`src/rtl/ad7606_emulator.sv`:
```
// Behavioural AD7606 stand-in for controller bring-up: CONVST/BUSY timing,
// parallel-mode RD# frame readout, RESET and STBY# handling.
module ad7606_emulator #(
  parameter int unsigned BUSY_CYCLES = 200,
  parameter int unsigned RD_SETTLE   = 0
) (
  input  logic        clk,
  input  logic        rst,
  input  logic        hw_convst,
  input  logic        hw_cs,
  input  logic        hw_rd,
  input  logic        hw_reset,
  input  logic        hw_range,
  input  logic [2:0]  hw_os,
  input  logic        hw_mode_select,
  input  logic        hw_stby_n,
  output logic        hw_busy,
  output logic        hw_first_data,
  output logic [15:0] hw_data,
  output logic        hw_data_oe,
  output logic [11:0] frame_count
);

  typedef enum logic [1:0] {IDLE, CONVERT, RESET_HOLD, STANDBY} state_t;

  localparam int unsigned N_SYNC   = 7;
  localparam int unsigned S_CONVST = 0;
  localparam int unsigned S_CS     = 1;
  localparam int unsigned S_RD     = 2;
  localparam int unsigned S_RESET  = 3;
  localparam int unsigned S_RANGE  = 4;
  localparam int unsigned S_MODE   = 5;
  localparam int unsigned S_STBY   = 6;
  // CS# and RD# idle high, so their synchronizers reset to 1
  localparam logic [N_SYNC-1:0] SYNC_INIT = 7'b000_0110;

  localparam logic [11:0] CONV_LOAD   = 12'(BUSY_CYCLES - 1);
  localparam logic [2:0]  SETTLE_LOAD = 3'((RD_SETTLE > 0) ? RD_SETTLE - 1 : 0);

  state_t            state;
  logic [N_SYNC-1:0] pins;
  logic [N_SYNC-1:0] sync_meta;
  logic [N_SYNC-1:0] sync_q;
  logic              convst_d;
  logic              rd_d;
  logic [11:0]       conv_cnt;
  logic [2:0]        settle_cnt;
  logic              rd_pending;
  logic [2:0]        ptr;
  logic [15:0]       frame [8];

  logic        convst_rise;
  logic        rd_fall;
  logic        rd_rise;
  logic        cs_s;
  logic        reset_s;
  logic        range_s;
  logic        mode_s;
  logic        stby_s;
  logic        read_ok;
  logic        drive_now;
  logic [11:0] fc_next;
  logic        unused_os;

  assign unused_os = ^hw_os;

  assign pins = {hw_stby_n, hw_mode_select, hw_range, hw_reset, hw_rd, hw_cs, hw_convst};

  always_ff @(posedge clk) begin
    if (rst) begin
      sync_meta <= SYNC_INIT;
      sync_q    <= SYNC_INIT;
      convst_d  <= 1'b0;
      rd_d      <= 1'b1;
    end else begin
      sync_meta <= pins;
      sync_q    <= sync_meta;
      convst_d  <= sync_q[S_CONVST];
      rd_d      <= sync_q[S_RD];
    end
  end

  assign convst_rise = sync_q[S_CONVST] & ~convst_d;
  assign rd_fall     = ~sync_q[S_RD] & rd_d;
  assign rd_rise     = sync_q[S_RD] & ~rd_d;
  assign cs_s        = sync_q[S_CS];
  assign reset_s     = sync_q[S_RESET];
  assign range_s     = sync_q[S_RANGE];
  assign mode_s      = sync_q[S_MODE];
  assign stby_s      = sync_q[S_STBY];
  assign fc_next     = frame_count + 12'd1;

  assign read_ok = ~cs_s & ~mode_s & ~reset_s & (state != RESET_HOLD);

  always_comb begin
    drive_now = 1'b0;
    if (rd_fall)
      drive_now = (RD_SETTLE == 0);
    else if (rd_pending && settle_cnt == 3'd0)
      drive_now = 1'b1;
  end

  always_ff @(posedge clk) begin
    if (rst) begin
      state         <= IDLE;
      conv_cnt      <= '0;
      settle_cnt    <= '0;
      rd_pending    <= 1'b0;
      ptr           <= '0;
      frame_count   <= '0;
      hw_busy       <= 1'b0;
      hw_first_data <= 1'b0;
      hw_data       <= '0;
      hw_data_oe    <= 1'b0;
      for (int unsigned k = 0; k < 8; k++)
        frame[k] <= '0;
    end else begin
      // Read path first: the end-of-conversion pointer clear below must win
      if (!read_ok) begin
        hw_data_oe    <= 1'b0;
        hw_data       <= '0;
        hw_first_data <= 1'b0;
        rd_pending    <= 1'b0;
      end else begin
        if (rd_fall && RD_SETTLE != 0) begin
          rd_pending <= 1'b1;
          settle_cnt <= SETTLE_LOAD;
        end else if (rd_pending) begin
          if (settle_cnt == 3'd0)
            rd_pending <= 1'b0;
          else
            settle_cnt <= settle_cnt - 3'd1;
        end
        if (drive_now) begin
          hw_data       <= frame[ptr];
          hw_data_oe    <= 1'b1;
          hw_first_data <= (ptr == 3'd0);
        end
        if (rd_rise)
          ptr <= ptr + 3'd1;
      end

      if (reset_s) begin
        state       <= RESET_HOLD;
        hw_busy     <= 1'b0;
        ptr         <= '0;
        frame_count <= '0;
        for (int unsigned k = 0; k < 8; k++)
          frame[k] <= '0;
      end else begin
        case (state)
          IDLE: begin
            if (!stby_s) begin
              state <= STANDBY;
            end else if (convst_rise) begin
              state    <= CONVERT;
              hw_busy  <= 1'b1;
              conv_cnt <= CONV_LOAD;
            end
          end
          CONVERT: begin
            if (conv_cnt == 12'd0) begin
              hw_busy     <= 1'b0;
              frame_count <= fc_next;
              ptr         <= '0;
              for (int unsigned k = 0; k < 8; k++)
                frame[k] <= {fc_next, range_s, 3'(k)};
              state <= stby_s ? IDLE : STANDBY;
            end else begin
              conv_cnt <= conv_cnt - 12'd1;
            end
          end
          RESET_HOLD: state <= IDLE;
          STANDBY:    if (stby_s) state <= IDLE;
          default:    state <= IDLE;
        endcase
      end
    end
  end

endmodule

```
`config.mk`:
```
export PLATFORM = sky130hd
export DESIGN_NAME = ad7606_emulator
export DESIGN_NICKNAME = d
export VERILOG_FILES = /design/src/rtl/ad7606_emulator.sv
export SDC_FILE = /design/constraint.sdc
export NUM_CORES = 1
export LEC_CHECK = 0
export CAP_MARGIN = 40
export CORE_ASPECT_RATIO = 0.8
export CORE_MARGIN = 3
export CORE_UTILIZATION = 30
export DETAILED_ROUTE_END_ITERATION = 16
export DONT_BUFFER_PORTS = 1
export PLACE_DENSITY = 0.41
export RECOVER_POWER = 50
export SLEW_MARGIN = 20
export SYNTH_ARGS = -nofsm -noshare
export SYNTH_HDL_FRONTEND = slang
export SYNTH_SLANG_ARGS = --single-unit
```
`constraint.sdc`:
```
create_clock -name clk -period 8.1 [get_ports clk]
set_input_delay 1.215 -clock clk [delete_from_list [all_inputs] [get_ports clk]]
set_output_delay 1.215 -clock clk [all_outputs]
set_load 0.02 [all_outputs]
```
Yosys cells after proc, flatten, opt, wreduce, memory -nomap -nowiden
Memories as Yosys holds them, arrays and structs flattened. A register that Yosys moved wholly into a read port is not among the register bits.
Index checks and enable logic that the tools add are counted.
Storage, ports and cells
  register bits: 52
  RAM bits: 128
  output and inout bits: 31
  logic and storage cells: 126
  memories kept: 1
Memory list
  frame: words 8, bits a word 16, read ports 1, clocked after memory_dff 1, wr ports 8, line 50  | logic [15:0] frame [8];
Cells by class
  $add $sub $neg: 4
  eq/ne operators: 13
  multiplexer cells: 48
  bitwise logic cells: 31
  reduce and logical (&&, ||, !) cells: 15
Operators with widths (number)
  two-way mux 16 bit: 16
  two-way mux 12 bit: 3
  case mux 12 bit (2 select lines): 1
  two-way mux 1 bit: 16
  OR 1 bit: 16
  adder 12 x 1 -> 12 bit (second input constant): 1
  logical NOT 12 bit: 1
  two-way mux 2 bit: 6
  two-way mux 3 bit: 4
  inequality test 2 bit (second input constant): 6
  subtractor 12 x 1 -> 12 bit (second input constant): 1
  inequality test 3 bit (second input constant): 3
  NOT 1 bit: 9
  AND reduction 3 bit: 3
  case mux 2 bit (4 select lines): 1
  bitwise AND 1 bit: 6
  logical NOT 3 bit: 2
  AND reduction 5 bit: 1
  == test 2 bit (second input constant): 2
  inequality test 4 bit (second input constant): 1
  AND reduction 4 bit: 1
  OR reduction 2 bit: 2
  adder 3 x 1 -> 3 bit (second input constant): 1
  OR reduction 3 bit: 1
  7 further kinds: 7

Logic depth before layout (Yosys ltp)
Gate-level depths: netlist of run 1.
  depth in word-level cells: 7
  mapped depth: 8

Worst setup path after synthesis of run 1
OpenSTA, ideal clock, no wires.
  kind: register to register
  start: register conv_cnt[3]
  end: memory frame[2][10], enable pin
  setup time: 373 ps
  arrival time: 2193 ps
  data required time: 7727 ps
  path slack: 5533 ps
  stages on the path, launching flop included: 7
  buffers on the path: 3
  path through: dfxtp_1 > or4_1 > buf_4 > or4_1 > clkbuf_2 > buf_2 > nand2_1
RTL lines
  start: declaration: line 46  | logic [11:0] conv_cnt;
  start signal: assignment: line 170  | conv_cnt <= conv_cnt - 12'd1;
  end: declaration: line 50

==> results.txt, run 1 <==
Relative slew margins - -11.93%
CP max-delay cell - clkbuf_1
Worst-Skew Late Latency - 0.42 ns
total power - 1.625 mW
largest net degree at the start of global routing - 36
DRC viols - 0
synthesized area per cell - 10.14 sq um
register area share after synthesis - 55.02%
initial antenna violation count - 0
met2 Usage GRT - 19.09%
ys async rst share - 0%
Mapped Nets - 533
number of setup buffers added after CTS - 0
critical-path cell list - or4_1 -> nor4_1 -> clkbuf_1 -> nand3_1 -> a21oi_1
core area - 0.01682 sq mm
Ports - 43
Clock Path Buffers - 2
Max VDD drop - 0.1268 mV
CTS tree - yes
fraction of layout cells with a size suffix above 1 - 11.41%
P_leak - 2.134 nW
post-route minimum period - 3.558 ns
outcome - finished with violations
clk root buf - clkbuf_16
drt pass-1 iters - 5
CTS resizes - 0
CP Capture Type - flop
top cell type's share of synthesized area - 31.44%
count of cell types in the netlist - 46
Layout area overhead - 15.67%
buffers added on ports - 0
largest area contributor in the netlist - dfxtp_1
RSZ-0062 raised after global routing - no
DR WL/cell - 16.19 um
period utilization - 43.93%
Clock Sinks - 123
post-route setup slack - 4.542 ns
Main synth FF type - dfxtp_1
Worst Path Max Fanout - 35
setup TNS - 0 ns
via-per-instance ratio - 4.874
#FFs+latches synth - 123
Max Slew Vio Count - 36
PwrDens - 269.0 mW/mm^2
H-Tree Depth - 4
CTS Buf Count - 17
worst hold margin - 0.4101 ns
Area contributors post-synth - dfxtp_1 31%, edfxtp_1 24%, a21oi_1 4.5%
Initial Utilization - 31.05%
clock slew at reported path FFs - 0.06 ns
gr busiest metal - met2
chip height - 124.0 um
kind of cell adding the most delay to the critical path - simple AND/OR/NAND/NOR gates
critical path class - reg2reg
die area - 0.01903 sq mm
Vias - 3636
all-layer global routing usage - 13.50%
hold_buf cts - 0
Iter 0 DRT Violations - 158
Final Skew - 0.007307 ns
ANT nets after route - 0
first-pass GRT wire length - 19560 um
HP Class - reg2reg
pre-CTS setup slack - 5.245 ns
# diodes - 0
CP peak stage delay - 1.26 ns
Cells after Synth - 515
Fmax achieved - 0.2811 GHz
CP bufs+invs - 1
die span in x - 153.5 um
final hold vios - 0
Cell Rows - 42
total congestion overflow - 0
Worst Setup Start Kind - flop
maxcap violations - 1
post-DP HPWL - 8000 um
GR Layer Usage met1 - 18.85%
Req. time, crit path - 8.44 ns
Arr. time, crit path - 3.90 ns
failing checks - max-capacitance violations, max-slew violations
Post-Route WL - 12080 um
Post-Syn Area - 0.005221 sq mm
worst slew pin tran - 1.679 ns
Setup-failing EPs final - 0
EDFF count, synth - 41
vias in the first global route - 3470
routing usage on met3 - 4.932%
NumNets Final - 531
RePlAce Congestion - 0.7021
Synth Warn # - 0
layout by cell type (no fill, tap or decap), types with 4 or more instances in the layout:
cell         n
dfxtp_1     82
a21oi_1     47
nor2_1      46
nand2_1     43
edfxtp_1    41
inv_1       19
nor2b_1     18
mux2i_1     18
clkbuf_16   17
o211ai_1    16
mux2_2      13
nand3_1     11
or4_1       10
and3_1      10
or3_1        9
o21ai_0      8
xnor2_1      7
xor2_1       7
a311oi_1     7
or2_2        7
nand4_1      6
o21ai_1      6
o31ai_1      6
ha_1         6
buf_4        6
nand2b_1     5
a31oi_1      5
nand3b_1     5
nor3_1       4
clkinvlp_4   4
synthesized netlist by cell type (all sizes together), types with 2 or more instances:
library cell / count
a211oi: 2
and2: 2
xor2: 7
nand3: 11
nand4: 6
a311oi: 7
mux2i: 18
o21ai: 14
o31ai: 6
o21a: 3
nor2: 46
o211ai: 16
or3b: 2
clkbuf: 25
and3: 10
nor3: 4
a21oi: 47
inv: 19
or2: 7
and4: 2
mux2: 13
nor2b: 18
or3: 9
or4: 10
a31oi: 5
nand3b: 5
nor4: 3
nand2b: 5
dfxtp: 82
buf: 7
xnor2: 7
ha: 6
nand2: 43
edfxtp: 41
worst reg2reg max path, delay by kind of cell, from the launching register on:
kind | cells | cell delay [ns]
buffers and inverters | 1 | 1.26
AND/OR/NAND/NOR | 3 | 1.63
flip-flops | 1 | 0.35
AO/OA/AOI/OAI | 1 | 0.25
path summary, 6_finish.rpt:
check / slack, ns / startpoint / endpoint / cells after the start
max: 4.54 / conv_cnt[3] / frame[0][8] / 5
min: 0.41 / sync_meta[1] / sync_q[1] / 1
max reg2reg: 4.54 / conv_cnt[3] / frame[0][8] / 5
min reg2reg: 0.41 / sync_meta[1] / sync_q[1] / 1
report_power, final:
group / switching, mW / total [mW] / internal, mW
Combinational: 0.102 / 0.155 / 0.0537
Sequential: 0.0249 / 0.706 / 0.681
Clock: 0.276 / 0.763 / 0.487
cells by family (layout without fill, tap and decap cells):
family | after synthesis | in the layout | share of synthesized area (%)
simple gates | 184 | 184 | 18.60
flops | 123 | 123 | 55.02
compound gates | 106 | 106 | 12.49
buf+inv | 51 | 62 | 3.858
mux | 31 | 31 | 6.254
xor+xnor | 14 | 14 | 2.348
fa+ha+maj | 6 | 6 | 1.438
metal layers:
layer	share of wire [%]	routed length (um)
met4	1.2	142
met1	51	6127
met5	0	0
met2	42	5019
met3	6.5	786
registers in the layout, indices dropped and copies added, names as in the netlist:
signal	cells
frame	55
hw_data	16
conv_cnt	12
frame_count	12
sync_meta	7
sync_q	7
ptr	3
settle_cnt	3
state	2
convst_d	1
hw_busy	1
hw_data_oe	1
hw_first_data	1
rd_d	1
rd_pending	1
per-stage QoR:
stage / std cells / util, % / cell area, sq um
2_1_floorplan: 515 / - / 5221
3_3_place_gp: 709 / 32.18 / 5411
3_5_place_dp: 714 / 32.66 / 5492
4_1_cts: 746 / 36.18 / 6085
5_1_grt: 746 / 35.92 / 6040
6_report: 746 / 35.92 / 6040
area by class of cell:
class | instances | area (sq um)
Timing Repair Buffer | 11 | 110.1
Inverter | 19 | 71.32
Sequential cell | 123 | 2873
Clock inverter | 13 | 150.1
Multi-Input combinational cell | 341 | 2117
Clock buffer | 19 | 442.9
Tap cell | 220 | 275.3
Fill cell | 1667 | 10780
Note: power is estimated with default switching activity, not from simulation.
==> run 2: changes to the inputs <==
==> constraint.sdc (replaced) <==
create_clock -name clk -period 3.5 [get_ports clk]
set_input_delay 0.525 -clock clk [delete_from_list [all_inputs] [get_ports clk]]
set_output_delay 0.525 -clock clk [all_outputs]
set_load 0.02 [all_outputs]
==> results.txt, run 2 (synthesis results as in run 1) <==
die span in x - 153.5 um (unchanged)
post-DP HPWL - 8122 um (+1.5%)
Initial Utilization - 31.05% (unchanged)
kind of cell adding the most delay to the critical path - simple AND/OR/NAND/NOR gates
CTS Buf Count - 17 (unchanged)
biggest regs - frame x55, hw_data x16
DR WL/cell - 16.52 um (+2.1%)
worst hold margin - 0.1779 ns (-0.2322 ns)
PwrDens - 616.4 mW/mm^2 (+130%)
drt pass-1 iters - 5 (unchanged)
Max VDD drop - 0.2640 mV (+110%)
CP Capture Type - flop
Vias - 3672 (+0.99%)
first-pass GRT wire length - 19670 um (+0.53%)
P_leak - 2.159 nW (+1.1%)
CP max-delay cell - nor4_1
Worst Setup Start Kind - flop
NumNets Final - 536 (+0.94%)
Layout area overhead - 15.65% (about the same)
total congestion overflow - 0 (unchanged)
via-per-instance ratio - 4.889 (+0.32%)
initial antenna violation count - 0 (unchanged)
critical path class - reg2reg
Clock Path Buffers - 2 (unchanged)
Placed Instances - 718 (+0.56%)
number of setup buffers added after CTS - 0 (unchanged)
maxcap violations - 0 (-1)
Setup-failing EPs final - 0 (unchanged)
core area - 0.01682 sq mm (unchanged)
outcome - completed
vias in the first global route - 3507 (+1.1%)
most common cell after layout, fill and taps aside - dfxtp_1
DRC viols - 0 (unchanged)
ANT nets after route - 0 (unchanged)
Final Skew - 0.008239 ns (+0.0009322 ns)
HP Class - in2reg
worst slew pin tran - 0.9728 ns (-0.7062 ns)
Worst Path Max Fanout - 15 (-57%)
setup TNS - 0 ns (unchanged)
final hold vios - 0 (unchanged)
# diodes - 0 (unchanged)
largest net degree at the start of global routing - 33 (-8.3%)
max reg flops - 55 (unchanged)
hold_buf cts - 0 (unchanged)
Post-Route WL - 12410 um (+2.8%)
Relative slew margins - 34.55% (+46 points)
chip height - 124.0 um (unchanged)
Iter 0 DRT Violations - 161 (+1.9%)
buffers added on ports - 0 (unchanged)
CP bufs+invs - 2 (+1)
Req. time, crit path - 3.78 ns (-4.66 ns)
Cell Rows - 42 (unchanged)
clk root buf - clkbuf_16
all-layer global routing usage - 13.57% (+0.062 points)
post-route minimum period - 2.843 ns (-0.7155 ns)
H-Tree Depth - 4 (unchanged)
CTS resizes - 0 (unchanged)
RSZ-0062 raised after global routing - no
fraction of layout cells with a size suffix above 1 - 11.49% (+0.081 points)
die area - 0.01903 sq mm (unchanged)
critical-path cell list - or4_1 -> nor4_1 -> buf_6 -> buf_4 -> mux2i_1 -> nor2_1
CP peak stage delay - 0.89 ns (-0.37 ns)
Clock Sinks - 123 (unchanged)
clock slew at reported path FFs - 0.05 ns (about the same)
CTS tree - yes
most frequent cells in the layout - 82 x dfxtp_1, 47 x a21oi_1, 46 x nor2_1, 43 x nand2_1, 41 x edfxtp_1
RePlAce Congestion - 0.7191 (+2.4%)
Arr. time, crit path - 3.12 ns (-0.78 ns)
Non-Filler Instances - 751 (+0.67%)
period utilization - 81.22% (+37 points)
Worst-Skew Late Latency - 0.41 ns (about the same)
Biggest register - frame
Ports - 43 (unchanged)
Fmax achieved - 0.3518 GHz (+25%)
Max Slew Vio Count - 0 (-100%)
-- run 2: cell count changes in the layout (fill, tap and decap cells not counted), moves of 4 or more --
cell      delta
clkinv_2     +4
buf_4        +5
mux2_2       -5
o21ai_1      +5
mux2_1       +5
o21ai_0      -5
-- run 2: cell type report --
class	count	area (sq um)
Sequential cell	123	2873
Inverter	19	71.32
Clock inverter	9	97.59
Tap cell	220	275.3
Timing Repair Buffer	16	121.4
Multi-Input combinational cell	341	2132
Clock buffer	23	467.9
Fill cell	1689	10780
-- run 2: routing by layer --
layer / GRT usage, % / vias to the layer above / share of wire, %
li1: - / 1843 / -
met2: 19.03 / 65 / 42
met3: 4.932 / 7 / 5.3
met4: 4.799 / 0 / 0.58
met5: 0 / - / 0
met1: 19.20 / 1757 / 52
-- run 2: power breakdown --
group | leakage [nW] | internal [mW] | total, mW | switching, mW
clock | 0.280 | 1.08 | 1.70 | 0.624
combinational | 0.778 | 0.136 | 0.387 | 0.252
sequential | 1.10 | 1.58 | 1.63 | 0.0573
-- run 2: metrics by stage --
stage	setup WS [ns]	utilization, %	area (sq um)	power (mW)
floorplan	0.9332	-	5221	1.954
global placement	0.8439	32.54	5472	2.053
detailed placement	0.7806	32.63	5487	2.061
CTS	0.7764	35.99	6052	3.779
global route	0.4106	35.91	6038	3.898
finish	0.6574	35.91	6038	3.722
-- run 2: path summary, 6_finish.rpt --
kind | startpoint | endpoint | slack (ns) | cells after the start
max | conv_cnt[3] | frame[0][3] | 0.66 | 6
min | rst | sync_meta[5] | 0.18 | 1
max reg2reg | conv_cnt[3] | frame[0][3] | 0.66 | 6
min reg2reg | sync_meta[1] | sync_q[1] | 0.41 | 1
